### config.mk
export PLATFORM = sky130hd
export DESIGN_NAME = cam_frame_wr_packer
export DESIGN_NICKNAME = d
export VERILOG_FILES = /design/src/rtl/cam_wr_pkg.sv /design/src/rtl/cam_wr_fifo.sv /design/src/rtl/cam_frame_wr_packer.sv
export SDC_FILE = /design/constraint.sdc
export NUM_CORES = 2
export LEC_CHECK = 0
export CAP_MARGIN = 40
export CORE_ASPECT_RATIO = 0.6
export CORE_UTILIZATION = 35
export CTS_CLUSTER_SIZE = 16
export DETAILED_ROUTE_END_ITERATION = 12
export SLEW_MARGIN = 15
export SYNTH_ARGS = -nofsm -noshare
export SYNTH_HDL_FRONTEND = slang
export SYNTH_HIERARCHICAL = 1
export SYNTH_SLANG_ARGS = --single-unit
### constraint.sdc
create_clock -name pclk -period 17.05 [get_ports pclk]
set_input_delay 3.41 -clock pclk [delete_from_list [all_inputs] [get_ports pclk]]
set_output_delay 3.41 -clock pclk [all_outputs]
set_load 0.03 [all_outputs]
### src/rtl/cam_wr_pkg.sv
// Shared constants and FSM encoding for the camera frame write packer.
package cam_wr_pkg;
   localparam int PIX_W        = 16;
   localparam int PIX_PER_WORD = 8;
   localparam int WORD_W       = PIX_W * PIX_PER_WORD;
   localparam int CNT_W        = $clog2(PIX_PER_WORD);

   typedef enum logic [0:0] {
      WAIT_VS = 1'b0,
      ACTIVE  = 1'b1
   } state_t;
endpackage

### src/rtl/cam_wr_fifo.sv
// Occupancy-counted synchronous FIFO with a registered head. A pushed entry becomes visible
// at the head one cycle after it is written. A push is accepted when full if the head pops in the same cycle.
module cam_wr_fifo #(
   parameter int W     = 153,
   parameter int DEPTH = 16
) (
   input  logic         clk,
   input  logic         rst_n,
   input  logic         i_push,
   input  logic [W-1:0] i_data,
   input  logic         i_ready,
   output logic         o_valid,
   output logic [W-1:0] o_data,
   output logic         o_full,
   output logic         o_pop
);
   localparam int PW = $clog2(DEPTH);
   localparam logic [PW:0] FULL_CNT = (PW+1)'(DEPTH);

   logic [W-1:0]  r_mem [DEPTH];
   logic [PW-1:0] r_wr_ptr;
   logic [PW-1:0] r_rd_ptr;
   logic [PW-1:0] w_rd_ptr_nxt;
   logic [PW:0]   r_count;
   logic [PW:0]   w_avail;
   logic          r_valid;
   logic [W-1:0]  r_head;
   logic          w_pop;
   logic          w_full;
   logic          w_wr_en;

   assign w_pop        = r_valid & i_ready;
   assign w_full       = (r_count == FULL_CNT);
   assign w_wr_en      = i_push & (~w_full | w_pop);
   assign w_rd_ptr_nxt = r_rd_ptr + PW'(w_pop);
   // entries already stored before this cycle's push, minus the one leaving
   assign w_avail      = r_count - (PW+1)'(w_pop);

   // storage array
   always_ff @(posedge clk) begin
      if (w_wr_en) r_mem[r_wr_ptr] <= i_data;
   end

   // pointers, occupancy and registered head
   always_ff @(posedge clk or negedge rst_n) begin
      if (!rst_n) begin
         r_wr_ptr <= {PW{1'b0}};
         r_rd_ptr <= {PW{1'b0}};
         r_count  <= {(PW+1){1'b0}};
         r_valid  <= 1'b0;
         r_head   <= {W{1'b0}};
      end else begin
         if (w_wr_en) r_wr_ptr <= r_wr_ptr + PW'(1'b1);
         r_rd_ptr <= w_rd_ptr_nxt;
         r_count  <= w_avail + (PW+1)'(w_wr_en);
         r_valid  <= (w_avail != {(PW+1){1'b0}});
         if (w_avail != {(PW+1){1'b0}}) r_head <= r_mem[w_rd_ptr_nxt];
      end
   end

   assign o_valid = r_valid;
   assign o_data  = r_head;
   assign o_full  = w_full;
   assign o_pop   = w_pop;
endmodule

### src/rtl/cam_frame_wr_packer.sv
// Packs camera rgb565 pixels into 128-bit words with double-buffered frame addresses for the DDR writer.
// Optional CAM_WR_TEST_PATTERN_EN adds test_en, substituting a per-frame pixel counter for pdata_i.
module cam_frame_wr_packer
   import cam_wr_pkg::*;
#(
   parameter int                ADDR_W      = 24,
   parameter logic [ADDR_W-1:0] BASE_ADDR   = {ADDR_W{1'b0}},
   parameter logic [ADDR_W-1:0] FRAME_WORDS = ADDR_W'(24'd115200),
   parameter int                FIFO_DEPTH  = 16
) (
   input  logic              pclk,
   input  logic              rst_n,
   input  logic              vs_i,
   input  logic              de_i,
   input  logic [PIX_W-1:0]  pdata_i,
`ifdef CAM_WR_TEST_PATTERN_EN
   input  logic              test_en,
`endif
   output logic              wr_valid,
   input  logic              wr_ready,
   output logic [WORD_W-1:0] wr_data,
   output logic [ADDR_W-1:0] wr_addr,
   output logic              wr_sof,
   output logic              frame_done,
   output logic              buf_sel,
   output logic              ovf
);
   localparam int FIFO_W = WORD_W + ADDR_W + 1;
   localparam logic [CNT_W-1:0] LAST_LANE = CNT_W'(PIX_PER_WORD - 1);

   state_t                                r_state;
   logic                                  r_vs_q;
   logic                                  w_rise;
   logic [CNT_W-1:0]                      r_cnt;
   logic [PIX_PER_WORD-1:0][PIX_W-1:0]    r_lanes;
   logic [PIX_PER_WORD-1:0][PIX_W-1:0]    w_lanes;
   logic [PIX_W-1:0]                      w_pix;
   logic                                  w_word_done;
   logic [ADDR_W-1:0]                     r_addr;
   logic                                  r_sof_pend;
   logic                                  r_push;
   logic [FIFO_W-1:0]                     r_push_word;
   logic                                  r_frame_done;
   logic                                  r_buf_sel;
   logic                                  r_ovf;
   logic                                  w_full;
   logic                                  w_pop;
   logic                                  w_head_valid;
   logic [FIFO_W-1:0]                     w_head;

   assign w_rise = vs_i & ~r_vs_q;

`ifdef CAM_WR_TEST_PATTERN_EN
   logic [PIX_W-1:0] r_tp_cnt;

   // pattern counter restarts each frame and advances per accepted pixel
   always_ff @(posedge pclk or negedge rst_n) begin
      if (!rst_n)                            r_tp_cnt <= {PIX_W{1'b0}};
      else if (w_rise)                       r_tp_cnt <= {PIX_W{1'b0}};
      else if ((r_state == ACTIVE) && de_i)  r_tp_cnt <= r_tp_cnt + PIX_W'(1'b1);
      else                                   r_tp_cnt <= r_tp_cnt;
   end

   assign w_pix = test_en ? r_tp_cnt : pdata_i;
`else
   assign w_pix = pdata_i;
`endif

   // lane image including the current pixel, and end-of-word detection
   always_comb begin
      w_lanes = r_lanes;
      if (de_i) w_lanes[r_cnt] = w_pix;
      else      w_lanes = r_lanes;
      w_word_done = (r_state == ACTIVE) & ~w_rise &
                    ((de_i & (r_cnt == LAST_LANE)) | (~de_i & (r_cnt != {CNT_W{1'b0}})));
   end

   // frame FSM, packing, addressing and status flags
   always_ff @(posedge pclk or negedge rst_n) begin
      if (!rst_n) begin
         r_state      <= WAIT_VS;
         r_vs_q       <= 1'b0;
         r_cnt        <= {CNT_W{1'b0}};
         r_lanes      <= {WORD_W{1'b0}};
         r_addr       <= {ADDR_W{1'b0}};
         r_sof_pend   <= 1'b0;
         r_push       <= 1'b0;
         r_push_word  <= {FIFO_W{1'b0}};
         r_frame_done <= 1'b0;
         r_buf_sel    <= 1'b1;
         r_ovf        <= 1'b0;
      end else begin
         r_vs_q       <= vs_i;
         r_push       <= 1'b0;
         r_frame_done <= 1'b0;
         if (r_push && w_full && !w_pop) r_ovf <= 1'b1;
         // frame start wins over any pixel or line end in the same cycle
         if (w_rise) begin
            r_state      <= ACTIVE;
            r_frame_done <= (r_state == ACTIVE);
            r_buf_sel    <= ~r_buf_sel;
            r_addr       <= r_buf_sel ? BASE_ADDR : BASE_ADDR + FRAME_WORDS;
            r_cnt        <= {CNT_W{1'b0}};
            r_lanes      <= {WORD_W{1'b0}};
            r_sof_pend   <= 1'b1;
         end else if (w_word_done) begin
            r_push       <= 1'b1;
            r_push_word  <= {r_sof_pend, r_addr, w_lanes};
            r_addr       <= r_addr + ADDR_W'(1'b1);
            r_sof_pend   <= 1'b0;
            r_cnt        <= {CNT_W{1'b0}};
            r_lanes      <= {WORD_W{1'b0}};
         end else if ((r_state == ACTIVE) && de_i) begin
            r_lanes      <= w_lanes;
            r_cnt        <= r_cnt + CNT_W'(1'b1);
         end
      end
   end

   cam_wr_fifo #(
      .W     (FIFO_W),
      .DEPTH (FIFO_DEPTH)
   ) u_fifo (
      .clk     (pclk),
      .rst_n   (rst_n),
      .i_push  (r_push),
      .i_data  (r_push_word),
      .i_ready (wr_ready),
      .o_valid (w_head_valid),
      .o_data  (w_head),
      .o_full  (w_full),
      .o_pop   (w_pop)
   );

   assign wr_valid   = w_head_valid;
   assign wr_data    = w_head[WORD_W-1:0];
   assign wr_addr    = w_head[WORD_W +: ADDR_W];
   assign wr_sof     = w_head[FIFO_W-1];
   assign frame_done = r_frame_done;
   assign buf_sel    = r_buf_sel;
   assign ovf        = r_ovf;
endmodule
==> results.sh <==
export IMPL_final_area_um2=132000
export IMPL_layout_drive_gt1_share_pct=27.6
export IMPL_clkSinkCount=2930
export IMPL_slew_headroom_pct=23.1
export IMPL_rsz0062_at_grt="no"
export IMPL_grt_pass1_wl_um=426000
export IMPL_clkPwrFrac_pct=26.4
export IMPL_worstSetupStartpointType="primary input"
export IMPL_top_usage_layer="met2"
export IMPL_via_per_inst=5.41
export IMPL_cp_end_kind="register"
export IMPL_antenna_found_initial=7
export IMPL_p_sw_w=0.00770
export IMPL_start_util_pct=35.4
export IMPL_met3_usage_pct=3.56
export IMPL_cp_slowest_cell="and2_4"
export IMPL_portBuffers=177
export IMPL_critPathTopFamily="buffers and inverters"
export IMPL_avgSynthCellArea_um2=20.4
export IMPL_cts_tree="built"
export IMPL_sw_frac_of_total_pct=33.2
export IMPL_drc_errors=0
export IMPL_slew_violations=0
export IMPL_synth_area_leaders="edfxtp_1, mux4_2, dfrtp_1, mux2i_1, a221oi_2"
export IMPL_multi_input_area_um2=27200
export IMPL_area_growth_pct=14.3
export IMPL_synthArstFlopShare_pct=16.5
export IMPL_dieArea_um2=332000
export IMPL_routedWlPerCell_um=28.5
export IMPL_postCtsHoldBufs=0
export IMPL_drt_iter0_drc=5657
export IMPL_p_int_w=0.0155
export IMPL_seq_area_um2=85600
export IMPL_cts_resized=0
export IMPL_p_comb_share_pct=35.2
export IMPL_synth_cell_types=55
export IMPL_num_fill_cells=28700
export IMPL_row_count=162
export IMPL_status="finished clean"
export IMPL_fin_crit_ps=7670
export IMPL_path_buf_inv=3
export IMPL_seq_area_frac_synth_pct=74.2
export IMPL_dpl_cell_area_um2=123000
export IMPL_overflow=0
export IMPL_routed_via_count=56700
export IMPL_worst_hold_slack_ps=476
export IMPL_skew_ps=77.4
export IMPL_synth_cells=5664
export IMPL_setup_violations_final=0
export IMPL_arrival_ps=8300
export IMPL_grt_use_met1_pct=25.8
export IMPL_seqPwrFrac_pct=38.4
export IMPL_clk_pin_slew_worst_paths_ps=70
export IMPL_ys_seq_elements=2930
export IMPL_hold_viol_final=0
export IMPL_ys_warn_count=6
export IMPL_die_h_um=447
export IMPL_slowest_delay_ps=800
export IMPL_synth_edf_count=2448
export IMPL_cp_max_fo=88
export IMPL_synth_flop_cell="edfxtp_1"
export IMPL_synth_largest_area_cell="edfxtp_1"
export IMPL_finalCritPeriodShare_pct=45.0
export IMPL_p_leak_nw=43.8
export IMPL_insertion_delay_ps=860
export IMPL_dr_pass1_iters=5
export IMPL_synth_most_common_cell="edfxtp_1"
export IMPL_wl_um=299000
export IMPL_hpwl_um=154000
export IMPL_crit_chain="clkdlybuf4s50_1, and2_1, ha_1, ha_1, xnor2_1, nor4b_4, buf_12, and2_4, buf_12, a221oi_2"
export IMPL_cp_required_ps=17680
export IMPL_netlist_area_leader_share_pct=63.7
export IMPL_gp_congestion=0.722
export IMPL_min_path_type="reg2reg"
export IMPL_die_w_um=743
export IMPL_ir_worst_vdd_v=0.000288
export IMPL_grtUsageTotal_pct=17.7
export IMPL_syn_nets=5699
export IMPL_cap_violations=0
export IMPL_core_area_um2=326000
export IMPL_cts_buffer_depth=4
export IMPL_cts_buffers=270
export IMPL_fin_nets=5963
export IMPL_setup_tns_final_ps=0
export IMPL_path_class="in2reg"
export IMPL_gr_usage_met2_pct=27.4
export IMPL_syn_area_um2=115000
export IMPL_cts_max_level=5
export IMPL_drtAntennaViolNets=0
export IMPL_grt_max_degree=138
export IMPL_grt_pass1_vias=57600
export IMPL_synth_commonest_cells="edfxtp_1, mux4_2, dfrtp_1"
export IMPL_cts_root_buffer="clkbuf_16"
export IMPL_post_cts_buffers=0
export IMPL_cellPowerDensity_nw_per_um2=176
export IMPL_worst_slew_pin_transition_ps=1150
export IMPL_clock_fmax_ghz=0.130
export IMPL_io_pins=178
## sequential cells by signal (all words and copies together) (netlist names), 4 cells and up
signal           count
r_addr              24
r_lanes            128
r_push_word        153
u_fifo/o_data      153
u_fifo/r_count       5
u_fifo/r_mem      2448
u_fifo/r_rd_ptr      4
u_fifo/r_wr_ptr      4
## area by class of cell
cell class                 count  share of cell area [%]
sequential                  2930                    64.9
tap                         4346                    4.12
antenna                        2                 0.00380
inverter                     167                   0.476
clock inverter               118                   0.947
multi-input combinational   2206                    20.7
timing repair buffer         353                    3.16
clock buffer                 361                    5.71
## cells by family after synthesis
group	Yosys count	share of synthesized area [%]
flops	2930	74.2
xor+xnor	34	0.271
fa+ha+maj	14	0.152
mux	1110	16.4
buf+inv	528	2.40
compound gates	562	4.60
simple gates	486	1.97
## worst min-delay path, stage by stage, from the launching register on
cell and delay, ps:
dfrtp_1 350, nand2_1 50, nand2_1 50
## stage by stage
step | utilization (%) | std cells | power, W | worst slack, ps
after detailed placement | 37.6 | 9993 | 0.0173 | 8150
after floorplan | - | 5664 | 0.0148 | 1720
after global placement | 37.3 | 9950 | 0.0170 | 8110
final | 40.4 | 10500 | 0.0232 | 9380
after CTS | 40.3 | 10500 | 0.0234 | 9060
after global routing | 40.4 | 10500 | 0.0241 | 9310
## power groups by stage
| stage | clock network, W | registers (W) | logic [W] |
|---|---|---|---|
| 2_1_floorplan | 0 | 0.00924 | 0.00556 |
| 6_report | 0.00612 | 0.00889 | 0.00816 |
| 3_3_place_gp | 0 | 0.00903 | 0.00799 |
| 3_5_place_dp | 0 | 0.00906 | 0.00821 |
| 5_1_grt | 0.00651 | 0.00895 | 0.00864 |
| 4_1_cts | 0.00625 | 0.00891 | 0.00823 |
## path summary, 6_finish.rpt
path,slack (ps),end,start,depth (start not counted)
max in group asynchronous,12080,u_fifo/o_data[108]$_DFFE_PN0P_,rst_n,4
worst max-delay path,9380,u_fifo/o_data[76]$_DFFE_PN0P_,wr_ready,10
worst min register to register,480,r_push_word[152]$_DFFE_PN0P_,r_sof_pend$_DFFE_PN0P_,2
min in group asynchronous,2520,u_fifo/o_data[144]$_DFFE_PN0P_,rst_n,1
worst min-delay path,480,r_push_word[152]$_DFFE_PN0P_,r_sof_pend$_DFFE_PN0P_,2
worst max register to register,11950,u_fifo/o_data[76]$_DFFE_PN0P_,u_fifo/o_valid$_DFF_PN0_,9
## cells in the final DEF (no fill, tap or decap), drive strengths merged, types with 6 or more instances in the layout
cell type,Yosys,final
mux2,153,153
clkinvlp,0,14
buf,255,190
mux4,612,612
nand2,305,305
nor3,14,14
mux2i,345,345
o21ai,181,181
nor2,100,100
dfrtp,481,481
clkbuf,106,361
clkdlybuf4s50,0,163
ha,14,14
or3,6,6
clkinv,0,71
edfxtp,2448,2448
a21oi,73,73
nor4,18,18
nand2b,7,7
inv,167,176
a221oi,153,153
a211oi,153,153
nand3,11,11
xnor2,30,30
bufinv,0,24
## metal layers
layer / wire length [µm] / share of wire (%)
met1: 133000 / 45
met2: 136000 / 46
met3: 21600 / 7.2
met4: 7390 / 2.5
met5: 222 / 0.074
Note: power is estimated with default switching activity, not from simulation.
